### config.mk
export PLATFORM = sky130hd
export DESIGN_NAME = rule110_gen_sequencer
export DESIGN_NICKNAME = d
export VERILOG_FILES = /design/src/rtl/rule110_gen_sequencer.sv
export SDC_FILE = /design/constraint.sdc
export NUM_CORES = 1
export LEC_CHECK = 0
export ABC_AREA = 1
export BUFFER_PORTS_ARGS = -buffer_cell sky130_fd_sc_hd__buf_2
export CAP_MARGIN = 20
export CORE_AREA = 2 2 219 221
export CTS_CLUSTER_DIAMETER = 40
export DETAILED_ROUTE_END_ITERATION = 8
export DIE_AREA = 0 0 221 223
export HOLD_SLACK_MARGIN = 0.12
export SYNTH_ARGS = -nofsm -noshare
export SYNTH_HDL_FRONTEND = slang
export SYNTH_SLANG_ARGS = --single-unit
### constraint.sdc
create_clock -name clk -period 2 [get_ports clk]
set_input_delay 0.3 -clock clk [delete_from_list [all_inputs] [get_ports clk]]
set_output_delay 0.3 -clock clk [all_outputs]
set_load 0.05 [all_outputs]
### src/rtl/rule110_gen_sequencer.sv
// Rule 110 generation sequencer: byte-serial seed load, step capture, word-serial dump.
// Optional build macro RULE110_SEQ_FREERUN_EN: a zero generation count runs until abort/reset.
module rule110_gen_sequencer #(
  parameter int unsigned WIDTH = 256,
  parameter int unsigned OUT_W = 16,
  parameter int unsigned GEN_W = 8
) (
  input  logic             clk,
  input  logic             rst_n,
  input  logic             start,
  input  logic             abort,
  input  logic [GEN_W-1:0] gen_count,
  input  logic             seed_valid,
  input  logic [7:0]       seed_data,
  output logic             seed_ready,
  output logic [WIDTH-1:0] ca_cur,
  input  logic [WIDTH-1:0] ca_next,
  output logic             out_valid,
  input  logic             out_ready,
  output logic [OUT_W-1:0] out_data,
  output logic             out_last,
  output logic [GEN_W-1:0] out_gen,
  output logic             busy,
  output logic             done
);

  localparam int unsigned NumBytes = WIDTH / 8;
  localparam int unsigned NumWords = WIDTH / OUT_W;
  localparam int unsigned ByteCntW = (NumBytes > 1) ? $clog2(NumBytes) : 1;
  localparam int unsigned WordIdxW = (NumWords > 1) ? $clog2(NumWords) : 1;
  localparam logic [ByteCntW-1:0] LastByte = ByteCntW'(NumBytes - 1);
  localparam logic [WordIdxW-1:0] LastWord = WordIdxW'(NumWords - 1);

  typedef enum logic [1:0] {StIdle, StLoad, StStep, StDump} state_e;

  state_e              state_q, state_d;
  logic [WIDTH-1:0]    ca_cur_q, ca_cur_d;
  logic [ByteCntW-1:0] byte_cnt_q, byte_cnt_d;
  logic [WordIdxW-1:0] word_idx_q, word_idx_d;
  logic [GEN_W-1:0]    out_gen_q, out_gen_d;
  logic [GEN_W-1:0]    gen_lat_q, gen_lat_d;
  logic                done_q, done_d;

  logic             run_forever;
  logic             word_hs;
  logic [WIDTH-1:0] word_sh;

`ifdef RULE110_SEQ_FREERUN_EN
  assign run_forever = (gen_lat_q == '0);
`else
  assign run_forever = 1'b0;
`endif

  assign word_hs = out_valid & out_ready;

  always_comb begin
    state_d    = state_q;
    ca_cur_d   = ca_cur_q;
    byte_cnt_d = byte_cnt_q;
    word_idx_d = word_idx_q;
    out_gen_d  = out_gen_q;
    gen_lat_d  = gen_lat_q;
    done_d     = 1'b0;
    if (abort) begin
      // Cell register and generation index are kept for post-abort inspection.
      state_d = StIdle;
    end else begin
      unique case (state_q)
        StIdle: begin
          if (start) begin
            gen_lat_d  = gen_count;
            ca_cur_d   = '0;
            out_gen_d  = '0;
            byte_cnt_d = '0;
            state_d    = StLoad;
          end
        end
        StLoad: begin
          if (seed_valid) begin
            ca_cur_d   = {ca_cur_q[WIDTH-9:0], seed_data};
            byte_cnt_d = byte_cnt_q + 1'b1;
            if (byte_cnt_q == LastByte) begin
              if ((gen_lat_q != '0) || run_forever) begin
                state_d = StStep;
              end else begin
                state_d = StIdle;
                done_d  = 1'b1;
              end
            end
          end
        end
        StStep: begin
          ca_cur_d   = ca_next;
          out_gen_d  = out_gen_q + 1'b1;
          word_idx_d = '0;
          state_d    = StDump;
        end
        StDump: begin
          if (word_hs) begin
            word_idx_d = word_idx_q + 1'b1;
            if (word_idx_q == LastWord) begin
              if (!run_forever && (out_gen_q == gen_lat_q)) begin
                state_d = StIdle;
                done_d  = 1'b1;
              end else begin
                state_d = StStep;
              end
            end
          end
        end
        default: state_d = StIdle;
      endcase
    end
  end

  always_ff @(posedge clk) begin
    if (!rst_n) begin
      state_q    <= StIdle;
      ca_cur_q   <= '0;
      byte_cnt_q <= '0;
      word_idx_q <= '0;
      out_gen_q  <= '0;
      gen_lat_q  <= '0;
      done_q     <= 1'b0;
    end else begin
      state_q    <= state_d;
      ca_cur_q   <= ca_cur_d;
      byte_cnt_q <= byte_cnt_d;
      word_idx_q <= word_idx_d;
      out_gen_q  <= out_gen_d;
      gen_lat_q  <= gen_lat_d;
      done_q     <= done_d;
    end
  end

  // Word 0 is the MSB slice; shift the selected word up to the top.
  assign word_sh = ca_cur_q << (OUT_W * word_idx_q);

  assign ca_cur     = ca_cur_q;
  assign out_gen    = out_gen_q;
  assign done       = done_q;
  assign busy       = (state_q != StIdle);
  assign seed_ready = (state_q == StLoad);
  assign out_valid  = (state_q == StDump);
  assign out_data   = word_sh[WIDTH-1 -: OUT_W];
  assign out_last   = (state_q == StDump) && (word_idx_q == LastWord);

endmodule

Word-level counts from Yosys, hierarchy flattened
Cells that the tools add are included.
{ "classes": {"add_sub_neg": 3, "mul": 0, "div_mod_pow": 0, "magnitude_cmp": 0, "n_eq_ne": 11, "shift": 1, "mux": 25, "bitwise": 3, "reduce_logical": 15} }
{ "ops": {"columns": ["op", "n"], "rows": [
  ["256-bit case mux with 3 select lines", 1],
  ["256-bit two-way mux", 2],
  ["256-bit by 8-bit << shifter with 256-bit output", 1],
  ["8-bit case mux with 2 select lines", 1],
  ["2-bit two-way mux", 7],
  ["5-bit two-way mux", 2],
  ["5-bit case mux with 2 select lines", 1],
  ["3-bit AND reduction", 3],
  ["8-bit by 1-bit adder with 8-bit output, second input constant", 1],
  ["8-bit equality test", 1],
  ["8-bit two-way mux", 1],
  ["2-bit case mux with 4 select lines", 1],
  ["4-bit case mux with 2 select lines", 1],
  ["4-bit AND reduction", 2],
  ["2-bit nonzero test", 4],
  ["8-bit nonzero test", 1],
  ["1-bit two-way mux", 6],
  ["2-bit by 1-bit inequality test with 1-bit output, second input constant", 3],
  ["5-bit by 1-bit adder with 5-bit output, second input constant", 1],
  ["5-bit equality test, second input constant", 1],
  ["5-bit AND reduction", 1],
  ["4-bit by 1-bit adder with 4-bit output, second input constant", 1],
  ["2-bit equality test, second input constant", 2],
  ["4-bit equality test, second input constant", 1],
  ["10 further kinds", 12]
]} }
{ "word_totals": {"regBits": 284, "latchBits": 0, "mem_bits_rw": 0, "romBits": 0, "input_bits": 278, "out_inout_bits": 285, "elab_cells": 65, "n_memories": 0} }

Depth between registers and ports, before layout
{ "logic_depth": {"depth_word": 5, "depth_mapped": 11, "mapped_depth_nobuf": 11} }

Worst setup path before layout
Ideal clock, no wire load.
{ "synth_timing": {"kind": "register to register", "from": "reg state_q[1]", "to": "reg done_q (netlist: done)", "setup_time_ns": 0.070, "arrival_time_ns": 2.592, "t_required_ns": 1.930, "path_slack_ns": -0.662, "path_stages_with_launch": 6, "path_cell_list": "dfxtp_1 ha_1 inv_1 nor3_1 nand4_1 a21oi_1"} }
{ "synth_between": {"elab_chain_cells": 4} }
{ "synth_lines": {"columns": ["element", "line_no", "source"], "rows": [
  ["start: declaration", "36", "state_e state_q, state_d;"],
  ["start signal: assignment", "118", "state_q <= StIdle;"],
  ["start signal: assignment", "126", "state_q <= state_d;"],
  ["2-bit equality test *", "144", "assign out_valid = (state_q == StDump);"],
  ["named net out_valid", "18", "output logic out_valid,"],
  ["1-bit AND", "54", "assign word_hs = out_valid & out_ready;"],
  ["1-bit two-way mux", "99", "if (word_hs) begin"],
  ["1-bit case mux with 2 select lines *", "68", "unique case (state_q)"],
  ["end signal: assignment", "132", "done_q <= done_d;"],
  ["end: declaration", "42", "logic done_q, done_d;"]
]} }
The timed path passes the listed nets; every way through them passes the cells marked *.
A chain may end at the register's enable or synchronous reset.

Worst setup path in the final report
{ "layout_timing": {"from": "reg word_idx_q[0]", "to": "out out_data[6]"} }
{ "layout_between": {"elab_chain_cells": 1} }
{ "layout_lines": {"columns": ["element", "line_no", "source"], "rows": [
  ["start: declaration", "39", "logic [WordIdxW-1:0] word_idx_q, word_idx_d;"],
  ["start signal: assignment", "129", "word_idx_q <= word_idx_d;"],
  ["256-bit by 8-bit << shifter with 256-bit output", "137", "assign word_sh = ca_cur_q << (OUT_W * word_idx_q);"],
  ["end: declaration", "20", "output logic [OUT_W-1:0] out_data,"]
]} }
Every way passes these cells.

==> reports/results.md <==
Worst setup path
- **dominant cell type by count on the critical path** buf_12
- **crit path launch type** register
- **longest individual stage delay on the worst path** 0.41 ns
- **maximum fanout along the worst path** 18
- **crit-path cells** inv_8, buf_12, buf_12, a21oi_2, o21ai_4, nand2_1, nand2_2, nand3_4, buf_12
- **cell type of the slowest stage on the worst timing path** dfxtp_4
- **capturing element type of the critical path** output pin
- **arrival time at the worst endpoint** 2.16 ns
- **Required @ worst endpoint** 1.70 ns
- **CP Buf/Inv Count** 4
- **classification of the worst setup path** reg2out
- **kind of cell adding the most delay to the critical path** buffers and inverters

Place
- **standard cell area after detailed placement** 21,100 um2
- **placed instance count** 3,430
- **Port-buffer cells** 562
- **placed wire-length estimate** 60.8 mm
- **global placer's final weighted congestion** 1.01

Die
- **standard-cell row count** 80
- **number of primary I/O pins** 563
- **die area** 49,300 um2
- **die width** 221 um
- **placeable core area** 47,100 um2
- **Initial Util** 35.9%
- **Die Ht** 223 um

Status
- **outcome** finished, violations left
- **failing checks** negative setup slack

Pwr
- **leakage power figure** 10.5 nW
- **largest vdd supply drop** 633 uV
- **Power Dens Cells** 835 nW/um2

Layout
- **Final Instance Count excl. Fillers** 3,587
- **net count reported at finish** 3,214
- **Non-Filler Cell Area, Final** 25,300 um2
- **area delta synth->final** 49.7%
- **most common cell after layout, fill and taps aside** buf_2
- **fraction of final layout cells sized beyond drive strength 1** 40.1%
- **Final Core Density** 53.7%
- **multi-input logic area** 10,100 um2
- **most frequent cells in the layout** 543 x buf_2, 356 x a21oi_1, 342 x nand2_1
- **footprint of the flip-flops and latches** 5690 um2
- **filler cell count** 4,505

Timing
- **crit share post-route** 123%
- **aggregate negative setup slack** -6.68 ns
- **Slew Limit Headroom** 70.7%
- **clock tree skew after final layout** 0.0136 ns
- **highest attainable clock frequency** 0.406 GHz
- **unrepaired setup endpoints after global routing** true
- **Slew Limit Fails** 0
- **transition time at the pin with the least slew margin** 0.434 ns
- **number of failing setup endpoints in the final timing report** 17
- **count of final hold-check violations** 0
- **minimum period implied by the final worst setup slack** 2.46 ns
- **post-route worst setup slack** -0.460 ns

Clock tree
- **cts bufs inserted** 53
- **clock tree from TritonCTS** done
- **library cell used as clock root buffer** clkbuf_16
- **clk sinks** 284
- **clock latency at the later pin of the worst-skew pair** 0.59 ns
- **buffers from clock root to sink, at most** 3
- **htree depth** 2
- **clock transition at the registers of the reported paths** 0.06 ns

Routing
- **vias per cell** 5.64
- **DR WL/cell** 23.4 um
- **total iterations of the first detailed-routing run** 8
- **Remaining DRCs** 0
- **DRT Wirelength** 84.1 mm
- **DRC violation total after the first TritonRoute iteration** 2,128
- **total via count in the routed design** 20.2k
- **remaining number of nets flagged by the antenna check after routing** 0

Synthesis
- **biggest area contributors in the synthesized netlist** dfxtp_1 34%, a211oi_2 16%, a21oi_1 12%
- **library cell occupying the most area in the post-synthesis netlist** dfxtp_1
- **cell count after synthesis** 2,349
- **syn avg cell area** 7.20 um2
- **nets in the synthesized netlist** 2,635
- **Yosys Warn Count** 0
- **post-synthesis sequential element count** 284
- **count of cell types in the netlist** 27
- **sequential share of the synthesized area** 33.6%
- **area fraction of the dominant cell type after synthesis** 33.6%
- **combined area of all synthesized cells** 16,900 um2

Global routing
- **number of antenna violations at the first check in global routing** 1
- **GRT Overall Usage** 31.2%
- **vias in the first global route** 18.9k
- **largest net degree at the start of global routing** 79
- **GR Overflow Total** 0
- **first-pass GRT wire length** 119 mm

Worst hold path
- **class of the tightest hold or removal check** in2reg

Job
- **number of max-cap violations** 0

## per-layer routing
metal	share of wire (%)	routed length [um]	GRT usage, %
met1	41	34400	41.2
met2	45	38200	49.8
met3	8.6	7250	4.79
met4	5.0	4230	15.0
met5	0	0	0
## sequential cells by signal, indices dropped and copies added, names as in the netlist
signal      count
word_idx_q      4
out_gen         8
ca_cur        256
gen_lat_q       8
state_q         2
done            1
byte_cnt_q      5
## power by group
part	internal, mW	switching, mW	total, mW
clock network	6.64	3.43	10.1
logic	1.37	3.22	4.59
registers	6.05	0.426	6.48
total	14.1	7.08	21.1
## final cells by class
cell class	count	share of cell area, %
multi-input combinational	1557	39.9
sequential	284	22.5
timing repair buffer	743	22.3
clock buffer	63	5.71
inverter	289	4.37
tap	615	3.04
clock inverter	35	2.17
antenna	1	0.00989
## cell usage after synthesis
cell type  instances
dfxtp_1          284
nor3b_1            1
xnor2_1            3
or2_1              1
and3_1             1
nand2_1          361
inv_1            284
xor2_1             4
nand3b_1           9
a21oi_1          404
a211oi_2         210
clkbuf_1         140
nand3_2            1
nand3_1           68
o21ai_0          394
a211oi_1          40
ha_1               8
buf_4             38
nor3_1            11
nor2_1            27
buf_1             14
nand4_1            5
inv_2              3
buf_2             27
a22o_1             8
clkinv_1           2
nor2_2             1
## cell families (layout without fill, tap and decap cells)
| family | after synthesis | after routing | share of synthesized area [%] |
|---|---|---|---|
| xor gates and xnor gates | 7 | 7 | 0.363 |
| buffers and inverters | 508 | 1130 | 12.3 |
| DFF | 284 | 284 | 33.6 |
| adders and majority gates | 8 | 8 | 0.592 |
| and+or+nand+nor | 486 | 486 | 11.8 |
| other | 0 | 1 | 0 |
| AOI/OAI and AO/OA | 1056 | 1056 | 41.3 |
## worst paths after layout
kind | slack [ns] | start | cells past startpoint | endpoint
worst max-delay path | -0.46 | word_idx_q[0] | 9 | out_data[6]
worst min-delay path | 0.14 | ca_next[39] | 5 | ca_cur[39]
worst max register to register | 0.05 | state_q[1] | 8 | ca_cur[100]
worst min register to register | 0.48 | ca_cur[252] | 2 | ca_cur[252]
## tightest hold or removal path: cells and delay by family
kind                   cells  cell delay, ns
AO/OA/AOI/OAI              3            0.26
AND/OR/NAND/NOR            1            0.05
buffers and inverters      1            0.08
## metrics by stage
| step | hold WS (ns) | setup WS (ns) | total power, mW |
|---|---|---|---|
| 6_report | 0.140 | -0.460 | 21.1 |
| 4_1_cts | 0.120 | -0.474 | 20.9 |
| 3_5_place_dp | 0.473 | -0.335 | 10.8 |
| 3_3_place_gp | 0.465 | -0.345 | 10.8 |
| 5_1_grt | 0.144 | -0.509 | 21.7 |
| 2_1_floorplan | 0.456 | 0.00348 | 9.24 |
## what timing repair did
action	CTS	global route
hold buffers	28	0
gates resized for setup	225	117
gates cloned	10	14
setup endpoints to repair	18	113
buffers inserted	4	3
pin swaps	36	12
hold endpoints to repair	28	0
No activity file was read; power rests on OpenSTA's default activity.
